## src/rtl/branch_target_buffer_pkg.sv

```systemverilog
// Shared types for the branch target buffer: direction-counter states and
// the per-entry record held in the table.
package branch_target_buffer_pkg;

    localparam int DATA_WIDTH          = 32;
    localparam int BTB_ENTRIES_DEFAULT = 16;

    // Widest tag any legal table size can need (the smallest table has 2
    // entries, so 1 index bit). Narrower tags are zero-extended into this
    // field, which keeps the entry layout independent of the table size.
    localparam int TAG_W_MAX = DATA_WIDTH - 3;

    // 2-bit saturating direction counter; bit 1 is the taken prediction.
    typedef enum logic [1:0] {
        SNT = 2'b00,
        WNT = 2'b01,
        WT  = 2'b10,
        ST  = 2'b11
    } bp_state_e;

    typedef struct packed {
        logic                  valid;
        logic [TAG_W_MAX-1:0]  tag;
        logic [DATA_WIDTH-1:0] target;
        bp_state_e             state;
    } btb_entry_t;

endpackage

```

## src/rtl/branch_target_buffer_sat_counter2.sv

```systemverilog
// Next-state function of the 2-bit saturating direction counter.
module sat_counter2
    import branch_target_buffer_pkg::*;
(
    input  bp_state_e state_i,
    input  logic      taken_i,
    output bp_state_e state_o
);

    // Taken climbs toward ST, not-taken falls toward SNT; both ends saturate.
    always_comb begin
        state_o = state_i;
        unique case (state_i)
            SNT: state_o = taken_i ? WNT : SNT;
            WNT: state_o = taken_i ? WT  : SNT;
            WT:  state_o = taken_i ? ST  : WNT;
            ST:  state_o = taken_i ? ST  : WT;
            default: state_o = state_i;
        endcase
    end

endmodule

```

## src/rtl/branch_target_buffer.sv

```systemverilog
// Direct-mapped, tagged branch target buffer. Fetch gets a zero-latency
// prediction for its PC; decode writes resolved outcomes, visible next cycle.
module branch_target_buffer
    import branch_target_buffer_pkg::*;
#(
    parameter int BTB_ENTRIES = BTB_ENTRIES_DEFAULT
) (
    input  logic                  clk,
    input  logic                  rst_n,
    input  logic [DATA_WIDTH-1:0] lookup_pc_i,
    output logic                  hit_o,
    output logic                  predict_taken_o,
    output logic [DATA_WIDTH-1:0] predict_target_o,
    input  logic                  update_en_i,
    input  logic [DATA_WIDTH-1:0] update_pc_i,
    input  logic [DATA_WIDTH-1:0] update_target_i,
    input  logic                  update_taken_i,
    input  logic                  flush_i
);

    localparam int IDX_BITS = $clog2(BTB_ENTRIES);
    localparam int TAG_BITS = DATA_WIDTH - IDX_BITS - 2;

    typedef logic [IDX_BITS-1:0]  idx_t;
    typedef logic [TAG_W_MAX-1:0] tag_t;

    btb_entry_t entries_q [BTB_ENTRIES];

    // pc[1:0] never selects or tags anything: instructions are word aligned.
    logic unused_pc_lsbs;
    assign unused_pc_lsbs = ^{lookup_pc_i[1:0], update_pc_i[1:0]};

    idx_t lk_idx, up_idx;
    tag_t lk_tag, up_tag;

    assign lk_idx = lookup_pc_i[IDX_BITS+1:2];
    assign up_idx = update_pc_i[IDX_BITS+1:2];

    // Zero-extend the address tags into the fixed-width entry tag field.
    always_comb begin
        lk_tag = '0;
        up_tag = '0;
        lk_tag[TAG_BITS-1:0] = lookup_pc_i[DATA_WIDTH-1:IDX_BITS+2];
        up_tag[TAG_BITS-1:0] = update_pc_i[DATA_WIDTH-1:IDX_BITS+2];
    end

    // ---------------- lookup: straight off the registered table ----------
    btb_entry_t lk_ent;
    assign lk_ent           = entries_q[lk_idx];
    assign hit_o            = lk_ent.valid && (lk_ent.tag == lk_tag);
    assign predict_taken_o  = hit_o & lk_ent.state[1];
    assign predict_target_o = hit_o ? lk_ent.target : '0;

    // ---------------- update path ----------------------------------------
    btb_entry_t up_ent, wr_ent;
    logic       up_hit, wr_en;
    bp_state_e  up_state_nxt;

    assign up_ent = entries_q[up_idx];
    assign up_hit = up_ent.valid && (up_ent.tag == up_tag);

    sat_counter2 u_sat (
        .state_i (up_ent.state),
        .taken_i (update_taken_i),
        .state_o (up_state_nxt)
    );

    // Build the replacement entry: train on a hit, allocate weakly-taken on a
    // taken miss; a not-taken hit keeps the entry valid even at SNT.
    always_comb begin
        wr_en  = 1'b0;
        wr_ent = up_ent;
        if (update_en_i) begin
            if (up_hit) begin
                wr_en        = 1'b1;
                wr_ent.state = up_state_nxt;
                if (update_taken_i) begin
                    wr_ent.target = update_target_i;
                end
            end else if (update_taken_i) begin
                wr_en         = 1'b1;
                wr_ent.valid  = 1'b1;
                wr_ent.tag    = up_tag;
                wr_ent.target = update_target_i;
                wr_ent.state  = WT;
            end
        end
    end

    // Table storage; flush only drops valid bits and overrides any update.
    always_ff @(posedge clk or negedge rst_n) begin
        if (!rst_n) begin
            for (int i = 0; i < BTB_ENTRIES; i++) begin
                entries_q[i] <= '0;
            end
        end else if (flush_i) begin
            for (int i = 0; i < BTB_ENTRIES; i++) begin
                entries_q[i].valid <= 1'b0;
            end
        end else if (wr_en) begin
            entries_q[up_idx] <= wr_ent;
        end
    end

endmodule

```

## config.mk

```make
export PLATFORM = sky130hd
export DESIGN_NAME = branch_target_buffer
export DESIGN_NICKNAME = d
export VERILOG_FILES = /design/src/rtl/branch_target_buffer_pkg.sv /design/src/rtl/branch_target_buffer_sat_counter2.sv /design/src/rtl/branch_target_buffer.sv
export SDC_FILE = /design/constraint.sdc
export NUM_CORES = 2
export LEC_CHECK = 0
export CORE_UTILIZATION = 25
export DETAILED_ROUTE_END_ITERATION = 10
export PLACE_DENSITY = 0.48
export SKIP_CTS_REPAIR_TIMING = 1
export SYNTH_ARGS = -nofsm -noshare
export SYNTH_HDL_FRONTEND = slang
export SYNTH_SLANG_ARGS = --single-unit
```

## constraint.sdc

```tcl
create_clock -name clk -period 5.6 [get_ports clk]
set_clock_uncertainty 0.1 [all_clocks]
set_input_delay 0.56 -clock clk [delete_from_list [all_inputs] [get_ports clk]]
set_output_delay 0.56 -clock clk [all_outputs]
set_load 0.05 [all_outputs]
```

==> reports/qor.csv <==
stage,metric,value,unit
critical_path,cp_data_required_time,4940,ps
placed_design,portBuffers,130,
timing,fin_setup_tns,0,ps
job,cap_violations,0,
global_routing,grt_usage,16.1,%
timing,hold_violations,0,
yosys,netlist_area,0.0528,mm²
global_routing,grt_pass1_vias,37600,
placed_design,dp_cells,7208,
clocking,clockRootBuffer,clkbuf_16,
detailed_routing,vias_per_cell,4.94,
detailed_routing,drt_iter0_drc,3133,
yosys,yosysSeqAreaShare,48.5,%
clocking,clk_latency,740,ps
critical_path,cp-start-kind,input port,
yosys,synthCells,4541,
yosys,synthArstFlopShare,100,%
layout,final_util,29.4,%
yosys,synth_fp_nets,4642,
layout,multi_input_area,0.0254,mm²
clocking,clock_path_buffers,3,
placed_design,dp_hpwl,98100,µm
yosys,ys_ff_latch,1024,
floorplan,die_x,462,µm
clocking,clkTransAtPathRegs,60,ps
critical_path,critPathMaxFanout,73,
global_routing,grt_first_pass_wirelength,256000,µm
detailed_routing,wl,171000,µm
timing,finalCritPeriodShare,92.1,%
pwr,p_leak,0.0253,µW
layout,regArea,0.0256,mm²
yosys,syn-mean-instance-area,11.6,µm²
critical_path,endpoint_kind,output port,
status,outcome,finished clean,
timing,drv_slew,0,
floorplan,dieArea,0.213,mm²
yosys,synthDistinctLibCells,62,
floorplan,rows,168,
detailed_routing,wl_per_cell,23.0,µm
clocking,htree_levels,3,
layout,reg.largest.list,entries_q x1024,
clocking,clock-sinks,1024,
global_routing,globalRouteOverflowTotal,0,
clocking,cts_tree,built,
floorplan,die_y,462,µm
pwr,ir_drop,0.222,mV
layout,layout-drive-gt1-share,21.3,%
floorplan,core_area,0.210,mm²
detailed_routing,first_pass_iters,5,
pwr,p_per_area,289,mW/mm²
timing,post-route-min-period,5160,ps
layout,n_fill_cell,21500,
placed_design,routabilityCongestion,0.775,
timing,slew_headroom,27.6,%
detailed_routing,drc_errors,0,
floorplan,io-pin-count,135,
layout,final_cells,7405,
timing,tightest_slew,1090,ps
floorplan,start_util,25.2,%
global_routing,antenna_found_initial,20,
global_routing,grt_max_degree,156,
timing,max_freq,0.194,GHz
yosys,ys_dominant_reg_cell,dfrtp_1,
layout,top_register,entries_q,
min_path,hold_class,input port to asynchronous set/reset pin,
yosys,synth_edf_count,0,
yosys,yosysWarnings,0,
critical_path,critPathKind,input port to output port,
detailed_routing,antenna_left,0,
layout,syn_to_final_growth,16.7,%
critical_path,worstPathArrival,4500,ps
timing,setup-violations-final,0,
layout,largest_register_ffs,1024,
detailed_routing,route.vias.total,36600,
timing,rsz0062_at_grt,no,
layout,layout.nets,4612,
clocking,numCtsBuffers,105,
## cell usage after synthesis (27+ instances only)
library cell / instances / area share, %
nor2b_1: 40 / 0.47
xnor2_1: 53 / 0.88
nor2_1: 82 / 0.58
buf_2: 138 / 1.3
o21ai_0: 954 / 9.0
dfrtp_1: 1024 / 49
clkbuf_1: 249 / 1.8
mux4_2: 560 / 24
buf_1: 35 / 0.25
nand2_1: 1000 / 7.1
mux2i_1: 136 / 2.6
a21oi_1: 27 / 0.26
and2_1: 44 / 0.52
## metrics by stage
stage / total power (µW) / setup WS, ps / instance area, µm² / hold WS (ps)
3_3_place_gp: 10500 / 393 / 58100 / 357
5_1_grt: 18600 / 265 / 61600 / 391
4_1_cts: 18000 / 332 / 61600 / -236
2_1_floorplan: 9690 / 702 / 52800 / 164
6_report: 17800 / 443 / 61600 / 359
3_5_place_dp: 10600 / 339 / 58100 / 362
## worst max-delay path: stages
cell and delay [ps]:
buf_8 520, buf_4 480, mux4_2 360, mux4_2 560
xnor2_1 340, nand4_1 130, nor3_1 370, nand4_1 240
buf_12 240, nor2b_1 290, buf_4 180, buf_12 120
## report_power, final
group | total (µW) | internal (µW) | switching (µW)
logic | 2240 | 1020 | 1220
registers | 8210 | 7870 | 345
clock network | 7330 | 4200 | 3140
total | 17800 | 13100 | 4700
## placed cells by master (no fill, tap or decap), drive strengths merged, types with 3 or more instances in the layout
cell type / netlist / routed
a211oi: 6 / 6
a21oi: 27 / 27
a22oi: 10 / 10
a311oi: 5 / 5
a31oi: 3 / 3
and2: 44 / 44
and3: 4 / 4
buf: 187 / 211
bufinv: 0 / 9
clkbuf: 250 / 154
clkdlybuf4s50: 0 / 86
clkinv: 0 / 29
dfrtp: 1024 / 1024
inv: 12 / 14
mux2: 12 / 12
mux2i: 136 / 136
mux4: 560 / 560
nand2: 1000 / 1000
nand2b: 11 / 11
nand3: 4 / 4
nand3b: 3 / 3
nand4: 12 / 12
nor2: 83 / 83
nor2b: 40 / 40
nor3: 6 / 6
nor3b: 5 / 5
nor4: 9 / 9
nor4b: 5 / 5
o211ai: 4 / 4
o21ai: 981 / 981
o22ai: 4 / 4
xnor2: 53 / 53
xor2: 13 / 13
## layer usage
| layer | up-vias | global-route usage (%) | wire length [µm] |
|---|---|---|---|
| met4 | 18 | 3.90 | 3640 |
| met1 | 18900 | 23.5 | 79600 |
| met3 | 234 | 3.33 | 10900 |
| met5 | - | 0 | 114 |
| met2 | 1010 | 24.4 | 76400 |
| li1 | 16400 | - | - |
## layout make-up
| class | count | area share, % |
|---|---|---|
| sequential | 1024 | 41.6 |
| multi-input combinational | 3068 | 41.2 |
| tap | 2805 | 5.69 |
| timing repair buffer | 300 | 5.65 |
| clock buffer | 152 | 4.94 |
| clock inverter | 42 | 0.804 |
| inverter | 12 | 0.0731 |
| antenna | 2 | 0.00812 |
## cell families (layout without fill, tap and decap cells)
logic type,count (synthesis),count (layout),share of synthesized area [%]
xor+xnor,66,66,1.09
other cells,0,2,0
simple gates,1234,1234,9.60
fa+ha+maj,1,1,0.0190
mux,708,708,26.7
flops,1024,1024,48.5
buf+inv,449,506,3.67
compound gates,1059,1059,10.4
## worst paths after layout
kind	endpoint	cells after the start	start	slack [ps]
max	predict_target_o[29]	12	lookup_pc_i[3]	440
min	entries_q[716]	2	rst_n	360
max reg2reg	entries_q[782]	13	entries_q[361]	1400
min reg2reg	entries_q[190]	1	entries_q[190]	380
min in group clk	entries_q[190]	1	entries_q[190]	380
max in group asynchronous	entries_q[374]	3	rst_n	3490
(Power assumes the default switching activity.)
